$ cat src/rtl/uart_reg_bridge_pkg.sv
// uart_reg_bridge shared definitions.
// Command bytes, response defaults and FSM encoding.
package uart_reg_bridge_pkg;

  localparam logic [7:0] CMD_WRITE = 8'h57;
  localparam logic [7:0] CMD_READ  = 8'h52;
  localparam logic [7:0] ACK_DEF   = 8'h06;
  localparam logic [7:0] NAK_DEF   = 8'h15;

  typedef enum logic [2:0] {
    ST_IDLE,
    ST_GET_ADDR,
    ST_GET_DATA,
    ST_BUS_WR,
    ST_BUS_RD,
    ST_WAIT_RD,
    ST_SEND,
    ST_WAIT_TX
  } state_t;

  function automatic int max_int(int a, int b);
    return (a > b) ? a : b;
  endfunction

endpackage

$ cat src/rtl/uart_reg_bridge_timer.sv
// uart_reg_bridge timeout counter.
// Loadable saturating down-counter; expired while count is zero.
module uart_reg_bridge_timer #(
  parameter int W = 8
) (
  input  logic         clk,
  input  logic         rst_n,
  input  logic         clear,
  input  logic         load,
  input  logic [W-1:0] load_val,
  output logic         expired
);

  logic [W-1:0] cnt;

  // load wins over clear; otherwise count down and stick at zero
  always_ff @(posedge clk or negedge rst_n) begin
    if (!rst_n) begin
      cnt <= '0;
    end else if (load) begin
      cnt <= load_val;
    end else if (clear) begin
      cnt <= '0;
    end else if (cnt != '0) begin
      cnt <= cnt - 1'b1;
    end
  end

  assign expired = (cnt == '0);

endmodule

$ cat src/rtl/uart_reg_bridge.sv
// uart_reg_bridge top.
// Decodes W/R host commands into register-bus accesses.
module uart_reg_bridge
  import uart_reg_bridge_pkg::*;
#(
  parameter int         DATA_BITS    = 8,
  parameter int         BYTE_TIMEOUT = 1_000_000,
  parameter int         RD_TIMEOUT   = 255,
  parameter logic [7:0] ACK_BYTE     = ACK_DEF,
  parameter logic [7:0] NAK_BYTE     = NAK_DEF
) (
  input  logic                 CLK,
  input  logic                 NRST,
  input  logic [DATA_BITS-1:0] RX_DO,
  input  logic                 RX_DRDY,
  output logic [DATA_BITS-1:0] TX_DI,
  output logic                 TX_DRDY,
  input  logic                 TX_BUSY,
  input  logic                 TX_DONE,
  output logic [7:0]           BUS_ADDR,
  output logic [7:0]           BUS_WDATA,
  output logic                 BUS_WE,
  output logic                 BUS_RE,
  input  logic [7:0]           BUS_RDATA,
  input  logic                 BUS_RVALID,
  output logic                 OVERRUN
);

  localparam int TMAX = max_int(BYTE_TIMEOUT, RD_TIMEOUT);
  localparam int TW   = $clog2(TMAX + 1);
  localparam logic [TW-1:0] BYTE_LD = TW'(BYTE_TIMEOUT - 1);
  localparam logic [TW-1:0] RD_LD   = TW'(RD_TIMEOUT - 1);

  state_t state;
  logic   op_wr;
  logic [7:0] rx_b;
  logic   is_wr_cmd;
  logic   is_rd_cmd;

  logic                 send_req;
  logic [DATA_BITS-1:0] send_val;
  logic                 tmr_clear;
  logic                 tmr_load;
  logic [TW-1:0]        tmr_val;
  logic                 tmr_exp;

  assign rx_b      = 8'(RX_DO);
  assign is_wr_cmd = (rx_b == CMD_WRITE);
  assign is_rd_cmd = (rx_b == CMD_READ);

  assign OVERRUN = RX_DRDY &&
    (state inside {ST_BUS_WR, ST_BUS_RD, ST_WAIT_RD,
                   ST_SEND, ST_WAIT_TX});

  uart_reg_bridge_timer #(
    .W(TW)
  ) u_timer (
    .clk     (CLK),
    .rst_n   (NRST),
    .clear   (tmr_clear),
    .load    (tmr_load),
    .load_val(tmr_val),
    .expired (tmr_exp)
  );

  // response selection and timer reload per state
  always_comb begin
    send_req  = 1'b0;
    send_val  = '0;
    tmr_clear = 1'b0;
    tmr_load  = 1'b0;
    tmr_val   = '0;
    unique case (state)
      ST_IDLE: begin
        tmr_clear = 1'b1;
        if (RX_DRDY) begin
          if (is_wr_cmd || is_rd_cmd) begin
            tmr_load = 1'b1;
            tmr_val  = BYTE_LD;
          end else begin
            send_req = 1'b1;
            send_val = DATA_BITS'(NAK_BYTE);
          end
        end
      end
      ST_GET_ADDR: begin
        if (RX_DRDY) begin
          tmr_load = 1'b1;
          tmr_val  = op_wr ? BYTE_LD : RD_LD;
        end
      end
      ST_BUS_WR: begin
        send_req = 1'b1;
        send_val = DATA_BITS'(ACK_BYTE);
      end
      ST_WAIT_RD: begin
        if (BUS_RVALID) begin
          send_req = 1'b1;
          send_val = DATA_BITS'(BUS_RDATA);
        end else if (tmr_exp) begin
          send_req = 1'b1;
          send_val = DATA_BITS'(NAK_BYTE);
        end
      end
      default: ;
    endcase
  end

  // command FSM with registered bus and tx outputs
  always_ff @(posedge CLK or negedge NRST) begin
    if (!NRST) begin
      state     <= ST_IDLE;
      op_wr     <= 1'b0;
      BUS_ADDR  <= '0;
      BUS_WDATA <= '0;
      BUS_WE    <= 1'b0;
      BUS_RE    <= 1'b0;
      TX_DI     <= '0;
      TX_DRDY   <= 1'b0;
    end else begin
      BUS_WE  <= 1'b0;
      BUS_RE  <= 1'b0;
      TX_DRDY <= 1'b0;
      unique case (state)
        ST_IDLE: begin
          if (RX_DRDY) begin
            unique case (1'b1)
              is_wr_cmd: begin
                op_wr <= 1'b1;
                state <= ST_GET_ADDR;
              end
              is_rd_cmd: begin
                op_wr <= 1'b0;
                state <= ST_GET_ADDR;
              end
              default: ;
            endcase
          end
        end
        ST_GET_ADDR: begin
          if (RX_DRDY) begin
            BUS_ADDR <= rx_b;
            if (op_wr) begin
              state <= ST_GET_DATA;
            end else begin
              BUS_RE <= 1'b1;
              state  <= ST_BUS_RD;
            end
          end else if (tmr_exp) begin
            state <= ST_IDLE;
          end
        end
        ST_GET_DATA: begin
          if (RX_DRDY) begin
            BUS_WDATA <= rx_b;
            BUS_WE    <= 1'b1;
            state     <= ST_BUS_WR;
          end else if (tmr_exp) begin
            state <= ST_IDLE;
          end
        end
        ST_BUS_RD: state <= ST_WAIT_RD;
        ST_SEND: begin
          if (!TX_BUSY) begin
            TX_DRDY <= 1'b1;
            state   <= ST_WAIT_TX;
          end
        end
        ST_WAIT_TX: begin
          if (TX_DONE) state <= ST_IDLE;
        end
        default: ;
      endcase
      if (send_req) begin
        TX_DI <= send_val;
        if (!TX_BUSY) begin
          TX_DRDY <= 1'b1;
          state   <= ST_WAIT_TX;
        end else begin
          state <= ST_SEND;
        end
      end
    end
  end

endmodule

$ cat config.mk
export PLATFORM = sky130hd
export DESIGN_NAME = uart_reg_bridge
export DESIGN_NICKNAME = d
export VERILOG_FILES = /design/src/rtl/uart_reg_bridge_pkg.sv /design/src/rtl/uart_reg_bridge_timer.sv /design/src/rtl/uart_reg_bridge.sv
export SDC_FILE = /design/constraint.sdc
export NUM_CORES = 1
export LEC_CHECK = 0
export ABC_AREA = 1
export CAP_MARGIN = 15
export CELL_PAD_IN_SITES_DETAIL_PLACEMENT = 1
export CELL_PAD_IN_SITES_GLOBAL_PLACEMENT = 1
export CORE_MARGIN = 2
export CORE_UTILIZATION = 38
export DETAILED_ROUTE_END_ITERATION = 6
export PLACE_DENSITY = 0.76
export SLEW_MARGIN = 40
export SYNTH_ARGS = -nofsm -noshare
export SYNTH_HDL_FRONTEND = slang
export SYNTH_HIERARCHICAL = 1
export SYNTH_SLANG_ARGS = --single-unit
$ cat constraint.sdc
create_clock -name CLK -period 2.44 [get_ports CLK]
set_clock_uncertainty 0.2 [all_clocks]
set_input_delay 0.488 -clock CLK [delete_from_list [all_inputs] [get_ports CLK]]
set_output_delay 0.488 -clock CLK [all_outputs]
set_load 0.03 [all_outputs]
==> flow_summary.toml, run 1 <==
[worst_setup_path]
path_max_fanout = 6
r2r_end = "TX_DI[2]$_DFFE_PN0P_"
required_ps = 2440
r2r_start = "u_timer/cnt[1]$_DFFE_PN0P_"
ff2ff_path_depth = 12
crit_type = "in -> reg"
start_kind = "input port"
r2r_slack_ps = 190
end_kind = "register"
worst_ep_arrival_time_ps = 2310

[power]
power_density_nw_per_um2 = 1370
p_leak_uw = 0.00195
worst_ir_drop_vdd_mv = 0.697

[global_routing]
grt_max_degree = 32
grt.overflow.total = 0
grt_pass1_vias = 2980
antenna_found_initial = 0
grt_pass1_wl_mm = 13.9
grt_use_total = 0.205

[floorplanning]
initial_core_util = 0.385
die_h_um = 91.8
rows = 32
num_io_pins = 50
chipWidth_um = 91.8
fp.dieArea_sq_um = 8430
coreArea_sq_um = 7610

[final_layout]
antenna_cells = 0
fill_cells = 1000
postLayoutCellArea_sq_um = 3840
layout_common_cells = "117 x nand2_1, 51 x dfrtp_1, 47 x clkdlybuf4s50_1, 44 x inv_1, 40 x nor2_1"
fin_nets = 495
drive_above_1_share = 0.138
mostFrequentLayoutCell = "nand2_1"
area_growth_pct = 31.2

[routing]
post-route-drc-count = 0
vias = 2817
routed_wirelength_mm = 8.27
drt-vias-per-instance = 4.91
wire_per_inst_um = 14.4
drt-initial-drc-count = 68
antenna_left = 0
drtPass1Iterations = 4

[clocking]
cts_made_buffers = 5
htree_num_levels = 2
cts.clk_slew.worst_paths_ps = 100
clock-sinks = 51
clk_latency_ps = 310
cts_buffer_depth = 2
cts_root_buffer = "clkbuf_8"
cts_tree = "built"

[synthesis]
ys_ff_latch = 51
synth-edff-count = 0
async_flop_share = 1.00
synth-adder-area-share = 0.00854
yosysSeqAreaShare = 0.435
syn_area_sq_um = 2930
synth_cell_type_count = 33
synth-xor-area-share = 0
synth_top_family_by_area = "simple AND/OR/NAND/NOR gates"
synth_simple_gate_area_share = 0.361
synth_area_leaders = "dfrtp_1 44%, nand2_1 15%, nand3_1 6.3%, inv_1 5.6%, nor2_1 5.4%"
synth_warnings = 6
synth_top_area_share = 0.435
ys.flop_type = "dfrtp_1"
syn_area_per_cell_sq_um = 7.44
synth-compound-area-share = 0.114
synthMuxAreaShare = 0
synthCells = 394
yosysTopAreaCell = "dfrtp_1"

[placed_design]
placed_area_sq_um = 3690
dp_hpwl_mm = 6.25
dp_slack_ps = -204
port_buffers = 49
gp_congestion = 0.789

[timing]
finalCritPeriodShare = 0.946
finalMaxSlewViolations = 0
worst_slew_margin_rel = 0.654
finalHoldViolations = 0
setup_violations = 0
layout_setup_ws_ps = 131
fin_crit_ps = 2310
final.setup.tns_ps = 0
max_freq_mhz = 433
tightest_slew_ps = 518
whs_ps = 293

[flow_run]
drv_cap = 0

[status]
status = "complete, no violations"

[hold_path]
min_from = "TX_DI[3]$_DFFE_PN0P_"
hold_class = "reg -> reg"
holdPathStages = 2
hold_path_end = "TX_DI[3]$_DFFE_PN0P_"
## power breakdown
group | internal, uW | switching, uW
Combinational | 1130 | 1910
Sequential | 1210 | 312
Clock | 410 | 300
## registers in the layout (all words and copies together), names as in the netlist
| name | flops |
|---|---|
| BUS_ADDR | 8 |
| BUS_RE | 1 |
| BUS_WDATA | 8 |
| BUS_WE | 1 |
| TX_DI | 8 |
| TX_DRDY | 1 |
| op_wr | 1 |
| state | 3 |
| u_timer/cnt | 20 |
## metrics by stage
stage	total power, uW	std cells	utilization
6_report	5260	574	0.505
3_3_place_gp	4460	564	0.485
5_1_grt	5720	574	0.505
2_1_floorplan	3530	399	-
3_5_place_dp	4580	564	0.485
4_1_cts	5320	573	0.504
## how the worst max path moves through the flow
| stage | startpoint | end | slack (ps) | cells past startpoint |
|---|---|---|---|---|
| 6_report | RX_DO[6] | u_timer/cnt[0]$_DFFE_PN0P_ | 130 | 14 |
| 5_1_grt | RX_DO[6] | u_timer/cnt[2]$_DFFE_PN0P_ | -6 | 13 |
| 4_1_cts | RX_DO[6] | u_timer/cnt[0]$_DFFE_PN0P_ | 120 | 14 |
| 3_5_place_dp | RX_DO[6] | u_timer/cnt[2]$_DFFE_PN0P_ | -200 | 13 |
| 3_3_place_gp | RX_DO[6] | u_timer/cnt[1]$_DFFE_PN0P_ | -60 | 14 |
| 2_1_floorplan | state[1]$_DFFE_PN0P_ | u_timer/cnt[11]$_DFFE_PN0P_ | 260 | 12 |
## kinds of logic (layout without fill, tap and decap cells)
logic type               count (synthesis)  in the layout
other                                    1              6
adder cells (fa/ha/maj)                  2              2
AO/OA/AOI/OAI                           59             59
flip-flops                              51             51
buffers and inverters                   55            128
AND/OR/NAND/NOR                        226            226
## Yosys cell counts, types with 2 or more instances
library cell	n
a21o_1	4
a21oi_1	20
a21oi_2	2
buf_6	3
clkbuf_1	2
dfrtp_1	51
ha_1	2
inv_1	44
inv_2	3
nand2_1	117
nand2_2	5
nand3_1	37
nand4_1	6
nor2_1	42
nor2_2	7
nor2_4	4
nor2_8	2
o21ai_0	25
o21ai_1	4
## worst max-delay path: stages
cell             delay, ps
clkdlybuf4s50_1        470
nand2_1                 70
nor2_2                 140
nand4_1                150
nor2_2                 160
inv_1                   80
nand2_1                 80
inv_1                   50
nand2_2                 80
inv_1                  130
a22oi_1                190
nand2_1                 90
o21ai_1                 90
inv_1                   50
## per-layer routing
layer | global-route usage | share of wire | up-vias
met5 | 0 | 0 | -
met4 | 0.0498 | 0.0097 | 0
met3 | 0.0362 | 0.037 | 6
met2 | 0.377 | 0.51 | 49
met1 | 0.249 | 0.44 | 1361
li1 | - | - | 1401
## what timing repair did
action	in CTS	in global routing
endpoints found under the setup margin	0	11
hold buffers	1	0
resized for setup	0	2
endpoints found under the hold margin	20	0
setup buffers	0	1
## cell type report
cell class	instances	area, sq um	area share
multi-input cells	293	1440	0.375
well taps	102	128	0.0332
flip-flops and latches	51	1280	0.332
repair buffers	72	683	0.178
inverters	48	183	0.0475
clock inverters	2	60.1	0.0156
clock buffers	6	72.6	0.0189
(Power assumes the default switching activity.)
==> run 2, diff against run 1 <==
Settings changed: HOLD_SLACK_MARGIN set to 0.05.
==> results of run 2 <==
Same layout as run 1: the final DEF is identical, and so are final timing and power.
==> run 3, diff against run 2 <==
==> constraint.sdc (replaced) <==
create_clock -name CLK -period 2.44 [get_ports CLK]
set_clock_uncertainty 0.2 [all_clocks]
set_input_delay 0.61 -clock CLK [delete_from_list [all_inputs] [get_ports CLK]]
set_output_delay 0.61 -clock CLK [all_outputs]
set_load 0.03 [all_outputs]
==> flow_summary.toml, run 3 (synthesized netlist as in run 1, its figures left out) <==
[clocking]
htree_num_levels = 2
clock-sinks = 51
cts_made_buffers = 5
clk_latency_ps = 310
cts_tree = "built"
cts_root_buffer = "clkbuf_8"
cts.clk_slew.worst_paths_ps = 100
postCtsHoldBufs = 0
cts_buffer_depth = 2

[placed_design]
dp_slack_ps = -330
placed_area_sq_um = 3690
place_inst = 566
dp_hpwl_mm = 6.23
port_buffers = 49
gp_congestion = 0.793

[worst_setup_path]
critPathBufInv = 6
required_ps = 2500
end_kind = "register"
crit_chain = "clkdlybuf4s50_1 > nor2_4 > nand4_1 > nor2_2 > inv_2 > nand2_2 > inv_2 > nand2_4 > clkinvlp_4 > nand4_4 > buf_4 > nand2_1 > inv_1"
crit_type = "in -> reg"
worst_ep_arrival_time_ps = 2400
start_kind = "input port"
cp_top_family = "buffers and inverters"
cpMaxStageDelayCell = "clkdlybuf4s50_1"
path_max_fanout = 6
crit_top_cell = "inv_2"
cpPeakStageDelay_ps = 460

[final_layout]
final-seq-area_sq_um = 1280
postLayoutCellArea_sq_um = 3960
fin_nets = 503
mostFrequentLayoutCell = "nand2_1"
drive_above_1_share = 0.181
layout.cells.non_filler = 582
largest_reg_flops = 20
top_register = "u_timer/cnt"
utilization = 0.521
fill_cells = 983
area_growth_pct = 35.1
multi_input_area_sq_um = 1480
antenna_cells = 0
layout_common_cells = "114 x nand2_1, 51 x dfrtp_1, 40 x clkdlybuf4s50_1, 39 x nor2_1, 39 x inv_1"

[routing]
wire_per_inst_um = 14.8
drt-vias-per-instance = 4.92
routed_wirelength_mm = 8.61
vias = 2866
post-route-drc-count = 0
antenna_left = 0
drt-initial-drc-count = 80
drtPass1Iterations = 4

[floorplanning]
chipWidth_um = 91.8
initial_core_util = 0.385
rows = 32
fp.dieArea_sq_um = 8430
die_h_um = 91.8
coreArea_sq_um = 7610
num_io_pins = 50

[timing]
fin_crit_ps = 2340
setup_violations = 0
max_freq_mhz = 428
rsz0062_at_grt = "no"
worst_slew_margin_rel = 0.598
tightest_slew_ps = 602
layout_setup_ws_ps = 101
finalMaxSlewViolations = 0
finalHoldViolations = 0
finalCritPeriodShare = 0.958

[status]
status = "complete, no violations"

[global_routing]
grt_pass1_wl_mm = 14.2
grt.overflow.total = 0
grt_max_degree = 29
grt_use_total = 0.208
grt_pass1_vias = 2998
antenna_found_initial = 0

[power]
power_density_nw_per_um2 = 1360
p_leak_uw = 0.00205
totalPowerFinal_uw = 5400
worst_ir_drop_vdd_mv = 0.528

[hold_path]
hold_class = "in -> async"

[flow_run]
drv_cap = 0
[run 3: changes by cell type in the layout (fill, tap and decap cells not counted), sizes merged]
| cell | delta |
|---|---|
| buf | +9 |
| clkinvlp | +1 |
| dlygate4sd3 | -1 |
| clkdlybuf4s50 | -7 |
| dlymetal6s2s | +7 |
| inv | -1 |
[run 3: worst paths after layout]
kind / startpoint / end / slack [ps] / depth (start not counted)
min: NRST / u_timer/cnt[10]$_DFFE_PN0P_ / 90 / 1
min in group CLK: TX_DI[7]$_DFFE_PN0P_ / TX_DI[7]$_DFFE_PN0P_ / 280 / 2
min reg2reg: TX_DI[7]$_DFFE_PN0P_ / TX_DI[7]$_DFFE_PN0P_ / 280 / 2
max: RX_DO[3] / u_timer/cnt[5]$_DFFE_PN0P_ / 100 / 13
max in group asynchronous: NRST / BUS_RE$_DFF_PN0_ / 1370 / 2
max reg2reg: u_timer/cnt[1]$_DFFE_PN0P_ / TX_DI[2]$_DFFE_PN0P_ / 170 / 12
[run 3: layout make-up]
cell class              instances  area share
multi-input cells             293       0.373
flip-flops and latches         51       0.322
repair buffers                 80       0.191
inverters                      48      0.0477
well taps                     102      0.0322
clock buffers                   6      0.0183
clock inverters                 2      0.0152
[run 3: repair_timing]
action | in CTS | in global routing
resized for setup | 0 | 28
setup buffers | 0 | 8
hold endpoints to repair | 0 | 0
endpoints found under the setup margin | 0 | 21
[run 3: stage by stage]
step	TNS, ps	hold WS, ps
floorplan	0	114
finish	0	92.6
CTS	0	113
detailed placement	-5430	265
global route	0	133
global placement	-3070	254
[run 3: power breakdown]
part / switching (uW) / leakage [uW] / internal, uW
Clock: 302 / 0.0000654 / 410
Sequential: 312 / 0.000658 / 1210
Combinational: 1980 / 0.00133 / 1190
Total: 2590 / 0.00205 / 2810
[run 3: routing by layer]
metal,vias up,global-route usage,share of wire
met5,-,0,0
li1,1415,-,-
met1,1402,0.270,0.44
met4,0,0.0522,0.011
met2,42,0.362,0.52
met3,7,0.0337,0.029
[run 3: worst register-to-register path, cell delays in order (launching register included)]
cell and delay (ps):
dfrtp_1 420, inv_1 120, ha_1 160, nand2_1 100, nor2_1 150, nand4_2 150, inv_1 150, nor2_1 90
o21ai_2 200, a21oi_4 90, buf_4 190, nand2_1 70, nand4_1 70
